[src/rtl/cpm_fifo_unpacker.sv]
// cpm_fifo_unpacker: pops wide CPM FIFO words and streams each as RATIO narrow beats.
// Define CPM_UNPACK_MSB_FIRST_EN to emit the most significant beat of each word first.
module cpm_fifo_unpacker #(
    parameter int IN_WIDTH    = 64,
    parameter int OUT_WIDTH   = 16,
    parameter int COUNT_WIDTH = 16
) (
    input  logic                   clk,
    input  logic                   rst_n,
    input  logic                   Reset,
    input  logic                   start,
    input  logic [COUNT_WIDTH-1:0] num_words,
    input  logic                   fifo_empty,
    input  logic [IN_WIDTH-1:0]    fifo_data,
    output logic                   fifo_pop,
    output logic                   out_valid,
    input  logic                   out_ready,
    output logic [OUT_WIDTH-1:0]   out_data,
    output logic                   out_last,
    output logic                   busy,
    output logic                   done
);
    localparam int RATIO = IN_WIDTH / OUT_WIDTH;
    localparam int BW = $clog2(RATIO);
    localparam logic [BW-1:0] LAST_BEAT = BW'(RATIO - 1);

    typedef enum logic [1:0] {IDLE, FETCH, SEND, DONE} state_t;

    state_t                 state;
    logic [IN_WIDTH-1:0]    sreg;
    logic [IN_WIDTH-1:0]    sreg_next;
    logic [BW-1:0]          beat_cnt;
    logic [COUNT_WIDTH-1:0] word_cnt;
    logic [COUNT_WIDTH-1:0] num_q;
    logic                   last_beat;
    logic                   last_word;

    assign last_beat = beat_cnt == LAST_BEAT;
    assign last_word = word_cnt == num_q - COUNT_WIDTH'(1);

`ifdef CPM_UNPACK_MSB_FIRST_EN
    assign out_data  = sreg[IN_WIDTH-1 -: OUT_WIDTH];
    assign sreg_next = sreg << OUT_WIDTH;
`else
    assign out_data  = sreg[OUT_WIDTH-1:0];
    assign sreg_next = sreg >> OUT_WIDTH;
`endif

    // Pop is suppressed under Reset since the word would never be captured.
    assign fifo_pop  = state == FETCH && !fifo_empty && !Reset;
    assign out_valid = state == SEND;
    assign out_last  = out_valid && last_beat && last_word;
    assign busy      = state != IDLE;
    assign done      = state == DONE;

    always_ff @(posedge clk or negedge rst_n) begin
        if (!rst_n) begin
            state    <= IDLE;
            sreg     <= '0;
            beat_cnt <= '0;
            word_cnt <= '0;
            num_q    <= '0;
        end else if (Reset) begin
            state    <= IDLE;
            sreg     <= '0;
            beat_cnt <= '0;
            word_cnt <= '0;
            num_q    <= '0;
        end else begin
            case (state)
                IDLE: if (start) begin
                    num_q <= num_words;
                    state <= num_words != '0 ? FETCH : DONE;
                end
                FETCH: if (!fifo_empty) begin
                    sreg     <= fifo_data;
                    beat_cnt <= '0;
                    state    <= SEND;
                end
                SEND: if (out_ready) begin
                    sreg     <= sreg_next;
                    beat_cnt <= beat_cnt + BW'(1);
                    if (last_beat) begin
                        word_cnt <= word_cnt + COUNT_WIDTH'(1);
                        state    <= last_word ? DONE : FETCH;
                    end
                end
                DONE: begin
                    word_cnt <= '0;
                    state    <= IDLE;
                end
            endcase
        end
    end
endmodule

[config.mk]
export PLATFORM = sky130hd
export DESIGN_NAME = cpm_fifo_unpacker
export DESIGN_NICKNAME = d
export VERILOG_FILES = /design/src/rtl/cpm_fifo_unpacker.sv
export SDC_FILE = /design/constraint.sdc
export NUM_CORES = 1
export LEC_CHECK = 0
export BUFFER_PORTS_ARGS = -buffer_cell sky130_fd_sc_hd__buf_2
export CORE_ASPECT_RATIO = 1.1
export CORE_MARGIN = 5
export CORE_UTILIZATION = 55
export CTS_CLUSTER_DIAMETER = 200
export DETAILED_ROUTE_END_ITERATION = 6
export PLACE_DENSITY = 0.8
export SYNTH_ARGS = -nofsm -noshare
export SYNTH_HDL_FRONTEND = slang
export SYNTH_SLANG_ARGS = --single-unit
[constraint.sdc]
create_clock -name clk -period 3.15 [get_ports clk]
set_clock_uncertainty 0.2 [all_clocks]
set_input_delay 0.1575 -clock clk [delete_from_list [all_inputs] [get_ports clk]]
set_output_delay 0.1575 -clock clk [all_outputs]
set_load 0.1 [all_outputs]
==> qor.txt, run 1 <==
RSZ-0062 raised after global routing - no
Worst slew margin - 38.30%
VDD IR-drop max - 0.0003287 V
Multi-input logic area - 2419 um2
Final WL - 15240 um
Via/cell ratio - 6.059
Sequential element share of the synthesized area - 48.29%
Max-slew violations - 0
Starting density of the core - 55.69%
Antenna viol nets, final - 0
Nets@finish - 763
Seq pwr share - 46.8%
Worst Tran Pin Value - 0.9256 ns
Worst path max stage delay - 0.52 ns
Seq cells post-synth - 100
Final Worst Setup Slack - 0.1142 ns
Cell-internal power - 2.074 mW
DP Worst Slack - 0.4857 ns
GRT Util Overall - 27.79%
Diodes inserted - 0
R2R cell count - 5
Top-Level Pins - 107
DRT iter0 DRCs - 319
Antenna violations before repair - 0
Final Non-Filler Cells - 796
Synthesis-to-finish area growth - 31.14%
Vias in the first global route - 4967
Switching pwr - 1.140 mW
Sequential cell area - 2502 um2
H-tree levels - 3
DIE AREA - 11470 um2
Cell family with most CP delay - simple AND/OR/NAND/NOR gates
Worst-path clk slew - 0.12 ns
Remaining DRCs - 0
Post-synthesis cell count - 515
GR peak layer - met2
CORE AREA - 9305 um2
Final period util - 96.37%
Sw Share - 35.47%
Setup CP Type - flip-flop to primary output
Max Cap Viol - 0
Chip width - 102.6 um
Syn Area/Cell - 10.06 um2
Required time of the critical path - 2.79 ns
Most instantiated cells after synthesis - dfrtp_1, and3_1, nand2_1
Worst-path cell chain - nor4_2, nand3_1, or3_1, a21oi_1, nand2_1, nor4_4, buf_12
Synth area leaders - dfrtp_1, a221o_1, and3_1
Clock share of power - 25.9%
Yosys top cell area share - 48.29%
Setup slack, reg-to-reg - 0.76 ns
Largest net degree at the start of global routing - 73
Grt met1 use - 33.41%
Critical Path End Type - primary output
Num rows - 37
Synthesized area - 5182 um2
WHS - 0.1073 ns
CP startpoint kind - flip-flop
Sum of negative setup slack - 0 ns
Combinational fraction of design power - 27.2%
Final GP Congestion - 0.8563
HPWL Detailed - 9104 um
Status - finished, final reports clean
Minimum clock period - 3.036 ns
Max stage delay cell, worst path - dfrtp_1
Final hold violations - 0
GR Util met3 - 6.516%
Worst skew pair latency - 0.37 ns
Fill count - 637
I/O Buffers - 106
GR Util met2 - 47.42%
# placed instances - 695
Buffers plus inverters on the worst setup path - 1
Share of layout cells above drive strength 1 - 22.24%
Grt ovf - 0
Via count - 4823
Core Util, Final - 73.04%
WL per Instance - 19.15 um
Critical Path AT - 2.68 ns
Clk sinks - 100
Cell taking the most area after synthesis - dfrtp_1
Drt pass-1 iters - 5
Hold Crit Depth - 3
Most numerous cell in the Yosys netlist - dfrtp_1
Synthesis Warnings - 0
Hold crit path type - input port to flip-flop
Die Y - 111.8 um
PwrDens - 472.8 nW/um2
Crit-path max FO - 9
Yosys cell types - 53
Setup violations, final - 0
WP depth - 7
F_max - 329.4 MHz
Synth Net Count - 604
Clock Tree Root - clkbuf_8
Leak - 3.425 nW
TritonCTS clock tree - built
Async SR Flop Fraction - 100.0%
Synth Flop Type - dfrtp_1
Number of flops mapped to enable cells by yosys - 0
First-pass GRT wire length - 25040 um
Clock Path Buffers - 2
CTS buffer count - 9
## layout by cell type (no fill, tap or decap), types with 5 or more instances in the layout
cell type / netlist / layout
nand3_1: 23 / 23
nor2_1: 26 / 25
nand4_1: 6 / 6
a22o_1: 17 / 17
or3_1: 5 / 5
dlygate4sd3_1: 0 / 84
nand2_1: 52 / 52
and3_1: 56 / 56
nor3_1: 6 / 6
inv_1: 8 / 8
a21oi_1: 7 / 7
clkbuf_8: 0 / 10
nor4_1: 10 / 9
o21ai_0: 11 / 11
dfrtp_1: 100 / 100
xnor2_1: 14 / 14
xor2_1: 13 / 13
buf_2: 3 / 104
a221o_1: 48 / 48
buf_4: 16 / 12
## state kept, by name, indices dropped and copies added (netlist names)
register and count:
state 2, beat_cnt 2, word_cnt 16, sreg 64
num_q 16
## tightest hold or removal path, stage by stage
cell    delay, ns
buf_2        0.25
nor4_1       0.10
a21o_1       0.14
## power groups by stage
stage	clock network (mW)	logic [mW]	registers, mW
finish	0.833	0.875	1.51
global route	0.905	0.938	1.52
CTS	0.836	0.850	1.50
detailed placement	0	0.769	1.52
global placement	0	0.759	1.52
floorplan	0	0.618	1.48
## cell families after synthesis
| family | count (synthesis) | synth area share [%] |
|---|---|---|
| flops | 100 | 48.29 |
| fa+ha+maj | 3 | 0.7244 |
| buf+inv | 62 | 6.084 |
| simple gates | 212 | 22.02 |
| compound gates | 108 | 17.72 |
| xor+xnor | 27 | 4.563 |
| mux | 3 | 0.6036 |
## path summary, 6_finish.rpt
| path | start | end |
|---|---|---|
| min in group asynchronous | rst_n | word_cnt[7] |
| max | num_q[4] | out_last |
| min reg2reg | sreg[50] | sreg[50] |
| min | Reset | word_cnt[0] |
| max in group asynchronous | rst_n | num_q[11] |
| max reg2reg | state[0] | sreg[17] |
## stage by stage
stage / power, mW / area (um2)
2_1_floorplan: 2.101 / 5200
3_3_place_gp: 2.275 / 5724
3_5_place_dp: 2.291 / 5724
4_1_cts: 3.184 / 6773
5_1_grt: 3.362 / 6797
6_report: 3.214 / 6797
## routing by layer
metal,wire [um],vias to the layer above
met5,0,-
met4,510,0
met3,942,42
met2,7982,221
met1,5807,2337
li1,-,2223
## layout make-up
class                      count  area share (%)
sequential                   100           36.82
clock buffer                  10           2.025
tap                          117           2.154
timing repair buffer         202           21.94
clock inverter                 6           1.031
multi-input combinational    353           35.59
inverter                       8          0.4418
## repair_timing
item                                    4_1_cts  5_1_grt
hold buffers                                 84        0
endpoints found under the setup margin        0        1
setup buffers                                 0        1
resized for setup                             0        3
endpoints found under the hold margin       152        0
Power figures use the tool's default switching activity.
==> run 2, diff against run 1 <==
- CORE_UTILIZATION: 55 -> 50
- PLACE_DENSITY: 0.8 -> 0.77
- clock period: 3.15 -> 2.6 ns (I/O delays scaled with it)
==> run 2 against run 1 <==
Net effect: the run now ends with negative setup slack left; via count increased by 1.5%; clock power increased by 78%; sequential share of layout area decreased by 2.1 points; routed wire length increased by 1.6%; power increased by 40%; design area increased by 6.2%; cell count increased by 3.0%; die area increased by 9.0%; first-iteration DRC count increased by 30%; combinational power increased by 37%; sequential cell count unchanged; critical path type unchanged.
==> qor.txt, run 2 (same netlist as run 1, synthesis figures left out) <==
Overall Power - 4.495 mW (+40%)
Crit-path max FO - 4 (-5)
First-pass GRT wire length - 25450 um (+1.7%)
Antenna viol nets, final - 0 (unchanged)
Worst r2r src - num_q[0]
Clk sinks - 100 (unchanged)
Share of layout cells above drive strength 1 - 26.58% (+4.3 points)
Worst-path clk slew - 0.07 ns (-0.05 ns)
CP startpoint kind - flip-flop
DP Worst Slack - 0.05039 ns (-0.4353 ns)
Cell-internal power - 3.072 mW (+48%)
Sequential cell area - 2504 um2 (about the same)
Worst Tran Pin Value - 1.232 ns (+0.3063 ns)
Setup violations, final - 1 (+1)
WL per Instance - 18.88 um (-1.4%)
TritonCTS clock tree - built
Most frequent cells in the layout - buf_2, dfrtp_1, dlygate4sd3_1
Leak - 3.593 nW (+4.9%)
Number of flip-flops in the largest register - 64 (unchanged)
Nets@finish - 780 (+2.2%)
Worst R2R End - state[1]
DIE AREA - 12500 um2 (+9.0%)
Largest registers - sreg: 64 flops, num_q: 16 flops, word_cnt: 16 flops
HPWL Detailed - 9281 um (+1.9%)
Num rows - 39 (+5.4%)
Clock Path Buffers - 2 (unchanged)
DRT iter0 DRCs - 414 (+30%)
Status - finished with violations
Final hold violations - 0 (unchanged)
Final WL - 15480 um (+1.6%)
Starting density of the core - 50.57% (-5.1 points)
Clock share of power - 32.9% (+7.0 points)
Clock Tree Root - clkbuf_16
Chip width - 107.1 um (+4.4%)
H-tree levels - 3 (unchanged)
Max-slew violations - 0 (unchanged)
GRT Util Overall - 25.83% (-2.0 points)
Grt ovf - 0 (unchanged)
PwrDens - 622.6 nW/um2 (+32%)
Hold crit path type - input port to async pin
Critical Path AT - 2.51 ns (-0.17 ns)
Via count - 4895 (+1.5%)
Failing checks - negative setup slack
Remaining DRCs - 0 (unchanged)
RSZ-0062 raised after global routing - yes
Final Worst Setup Slack - -0.2420 ns (-0.3562 ns)
Max Cap Viol - 0 (unchanged)
Worst slew margin - 17.57% (-21 points)
Worst skew pair latency - 0.35 ns (-0.02 ns)
F_max - 351.9 MHz
Sum of negative setup slack - -0.2420 ns (-0.2420 ns)
Synthesis-to-finish area growth - 39.30%
Fill count - 702 (+10%)
Multi-input logic area - 2537 um2 (+4.9%)
Sw Share - 31.65% (-3.8 points)
Minimum clock period - 2.842 ns
CORE AREA - 10250 um2 (+10%)
Setup CP Type - flip-flop to primary output
Switching pwr - 1.422 mW (+25%)
Biggest register - sreg
Antenna violations before repair - 0 (unchanged)
Core Util, Final - 70.45% (-2.6 points)
Critical Path End Type - primary output
Vias in the first global route - 4951 (-0.32%)
Via/cell ratio - 5.970 (-1.5%)
CTS buffer count - 9 (unchanged)
Top-Level Pins - 107 (unchanged)
Required time of the critical path - 2.27 ns (-0.52 ns)
Final period util - 109.3%
Seq pwr share - 40.4% (-6.4 points)
Combinational fraction of design power - 26.7% (-0.5 points)
Drt pass-1 iters - 5 (unchanged)
Final GP Congestion - 0.8981 (+4.9%)
Largest net degree at the start of global routing - 67 (-8.2%)
WHS - 0.1219 ns (+0.01462 ns)
VDD IR-drop max - 0.0004355 V (+32%)
Die Y - 116.8 um (+4.4%)
Commonest non-fill, non-tap cell in the layout - buf_2
Setup slack, reg-to-reg - 0.28 ns (-0.48 ns)
R2R cell count - 11 (+6)
I/O Buffers - 106 (unchanged)
run 2: cell types whose count changed in the layout (fill, tap and decap cells not counted), moves of 3 or more:
cell,previous run,this run
buf_4,12,26
clkbuf_16,0,9
nor4_4,1,4
clkbuf_8,10,1
buf_12,2,5
run 2: power groups by stage:
stage / logic [mW] / registers [mW] / clock network, mW
after floorplan: 0.750 / 1.80 / 0
after global placement: 0.964 / 1.83 / 0
after detailed placement: 0.977 / 1.83 / 0
after CTS: 1.15 / 1.81 / 1.50
after global routing: 1.28 / 1.83 / 1.56
final: 1.20 / 1.82 / 1.48
run 2: how the worst max path moves through the flow:
stage | from | to | slack [ns] | cells past startpoint
4_1_cts | num_q[1] | out_last | -0.17 | 10
2_1_floorplan | num_q[0] | out_last | -0.43 | 6
6_report | num_q[0] | out_last | -0.24 | 9
3_5_place_dp | num_q[0] | out_last | 0.05 | 9
5_1_grt | num_q[1] | out_last | -0.35 | 9
3_3_place_gp | num_q[0] | out_last | 0.09 | 6
run 2: metrics by stage:
step	instances	instance area [um2]
3_5_place_dp	707	5822
4_1_cts	817	7179
3_3_place_gp	707	5822
6_report	820	7219
2_1_floorplan	515	5207
5_1_grt	819	7217
run 2: timing repair:
action,CTS,global route
resized for setup,20,4
setup endpoints to repair,1,1
pin swaps,11,7
setup buffers,11,2
endpoints found under the hold margin,123,0
hold buffers,84,0
run 2: worst max-delay path: stages (launching register included):
cell	delay, ns
dfrtp_1	0.42
inv_2	0.09
ha_4	0.13
nor3b_4	0.26
nand3_2	0.11
or3_4	0.42
a21oi_4	0.15
nand2_2	0.08
nor4_4	0.30
buf_12	0.21
run 2: per-layer routing:
layer  track usage, %  share of wire, %  vias to the layer above
li1                 -                 -                     2265
met1            32.77                41                     2401
met2            43.47                50                      180
met3            3.895               4.5                       49
met4            12.87               4.3                        0
met5                0                 0                        -
run 2: layout make-up:
cell class              count  area share [%]
multi-input cells         353           35.15
flip-flops and latches    100           34.68
repair buffers            219           22.95
clock buffers              10           3.310
well taps                 123           2.132
clock inverters             6           1.334
inverters                   8          0.4159
diodes                      1         0.03466
==> run 3, diff against run 2 <==
- CORE_UTILIZATION: 50 -> 59
- PLACE_DENSITY: 0.77 -> 0.85
- clock period: 2.6 -> 3.6 ns (I/O delays scaled with it)
==> run 3 against run 2 <==
Net effect: the flow now finishes without violations; global-route usage is 5.4 points higher; power is 36% lower; worst hold slack better by 0.020 ns; utilization is 8.7 points higher; sequential share of layout area is 2.5 points higher; sequential cell count stayed put; register-to-register slack better by 0.79 ns; setup slack better by 0.45 ns; via count is 1.6% higher; critical path type unchanged; largest cell class is now registers; largest power group unchanged.
==> qor.txt, run 3 (same netlist as run 1, synthesis figures left out) <==
Combinational fraction of design power - 26.6% (about the same)
Synthesis-to-finish area growth - 29.82%
Hold Crit Start - Reset
Final WL - 16300 um (+5.3%)
Drt pass-1 iters - 5 (unchanged)
H-tree levels - 3 (unchanged)
Switching pwr - 0.9733 mW (-32%)
TritonCTS clock tree - built
Core Util, Final - 79.19% (+8.7 points)
Status - finished, final reports clean
PwrDens - 427.8 nW/um2 (-31%)
CTS buffer count - 9 (unchanged)
Final Worst Setup Slack - 0.2093 ns (+0.4513 ns)
CORE AREA - 8496 um2 (-17%)
Sum of negative setup slack - 0 ns (+0.2420 ns)
Worst r2r src - state[0]
Final GP Congestion - 0.8539 (-4.9%)
Cell-internal power - 1.905 mW (-38%)
Biggest register - sreg
Commonest non-fill, non-tap cell in the layout - buf_2
Nets@finish - 759 (-2.7%)
Seq pwr share - 45.9% (+5.5 points)
Critical Path AT - 3.01 ns (+0.50 ns)
RSZ-0062 raised after global routing - no
WL per Instance - 20.77 um (+10%)
Worst R2R End - sreg[35]
R2R cell count - 5 (-6)
Die Y - 108.3 um (-7.3%)
Crit-path max FO - 5 (+1)
Critical Path End Type - primary output
VDD IR-drop max - 0.0002613 V (-40%)
WHS - 0.1422 ns (+0.02025 ns)
Vias in the first global route - 5009 (+1.2%)
Antenna viol nets, final - 0 (unchanged)
HPWL Detailed - 9380 um (+1.1%)
Chip width - 99.36 um (-7.2%)
F_max - 294.9 MHz
Sequential cell area - 2502 um2 (about the same)
Final Cell Area - 6728 um2 (-6.8%)
Via/cell ratio - 6.334 (+6.1%)
Setup slack, reg-to-reg - 1.07 ns (+0.79 ns)
Most frequent cells in the layout - buf_2, dfrtp_1, dlygate4sd3_1
I/O Buffers - 106 (unchanged)
CP Launch Point - num_q[6]
First-pass GRT wire length - 26150 um (+2.7%)
Clock Tree Root - clkbuf_8
Final period util - 94.19%
Hold Crit Depth - 3
Largest registers - sreg: 64 flops, num_q: 16 flops, word_cnt: 16 flops
Clock share of power - 27.5% (-5.4 points)
Worst Tran Pin Value - 1.193 ns (-0.03911 ns)
Hold path endpoint - word_cnt[0]
# resized after CTS - 0 (-100%)
Leak - 3.395 nW (-5.5%)
Via count - 4972 (+1.6%)
Diodes inserted - 0 (-1)
Required time of the critical path - 3.22 ns (+0.95 ns)
Grt ovf - 0 (unchanged)
Max Cap Viol - 0 (unchanged)
Max-slew violations - 0 (unchanged)
Share of layout cells above drive strength 1 - 21.36% (-5.2 points)
DP Area - 5674 um2 (-2.5%)
# placed instances - 686 (-3.0%)
Final hold violations - 0 (unchanged)
Starting density of the core - 61.00% (+10 points)
Top-Level Pins - 107 (unchanged)
Clk sinks - 100 (unchanged)
DP Worst Slack - 0.6438 ns (+0.5934 ns)
Number of flip-flops in the largest register - 64 (unchanged)
Sw Share - 33.82% (+2.2 points)
Multi-input logic area - 2397 um2 (-5.5%)
DIE AREA - 10760 um2 (-14%)
Minimum clock period - 3.391 ns
Hold crit path type - input port to flip-flop
CP startpoint kind - flip-flop
Clock Path Buffers - 2 (unchanged)
Remaining DRCs - 0 (unchanged)
Setup CP Type - flip-flop to primary output
Setup violations, final - 0 (-1)
Final Non-Filler Cells - 785 (-4.3%)
DRT iter0 DRCs - 353 (-15%)
Num rows - 35 (-10%)
GRT Util Overall - 31.27% (+5.4 points)
Worst-path clk slew - 0.10 ns (+0.03 ns)
Worst slew margin - 20.29% (+2.7 points)
Overall Power - 2.878 mW (-36%)
Fill count - 516 (-26%)
Largest net degree at the start of global routing - 65 (-3.0%)
Antenna violations before repair - 0 (unchanged)
Worst skew pair latency - 0.36 ns (about the same)
## run 3: per-layer routing
layer | wire length [um] | track usage, % | vias up
li1 | - | - | 2221
met1 | 6082 | 37.82 | 2423
met2 | 8435 | 55.13 | 270
met3 | 1137 | 6.000 | 58
met4 | 647 | 12.20 | 0
met5 | 0 | 0 | -
## run 3: final cells by class
class | instances | area share (%)
clock buffers | 10 | 1.897
clock inverters | 5 | 1.265
multi-input cells | 353 | 35.63
flip-flops and latches | 100 | 37.20
well taps | 111 | 2.064
inverters | 8 | 0.4463
repair buffers | 198 | 21.50
## run 3: power groups by stage
stage	Sequential, mW	Combinational (mW)	Clock (mW)
3_3_place_gp	1.33	0.659	0
3_5_place_dp	1.33	0.667	0
2_1_floorplan	1.30	0.539	0
4_1_cts	1.31	0.739	0.788
5_1_grt	1.33	0.816	0.842
6_report	1.32	0.765	0.791
## run 3: worst max-delay path, cell delays in order (launching register included)
cell	delay (ns)
dfrtp_1	0.45
nor4_1	0.61
nand3_1	0.20
or3_1	0.40
a21oi_1	0.15
nand2_1	0.10
nor4_4	0.27
buf_2	0.47
## run 3: worst max path at each step
| stage | slack [ns] | depth (start not counted) | to |
|---|---|---|---|
| 2_1_floorplan | 0.29 | 8 | out_last |
| 3_3_place_gp | 0.68 | 7 | out_last |
| 3_5_place_dp | 0.64 | 7 | out_last |
| 4_1_cts | 0.22 | 7 | out_last |
| 5_1_grt | 0.07 | 7 | out_last |
| 6_report | 0.21 | 7 | out_last |
## run 3: repair_timing
action	CTS	global route
setup buffers	0	0
hold buffers	84	0
setup endpoints to repair	0	0
hold endpoints to repair	139	0
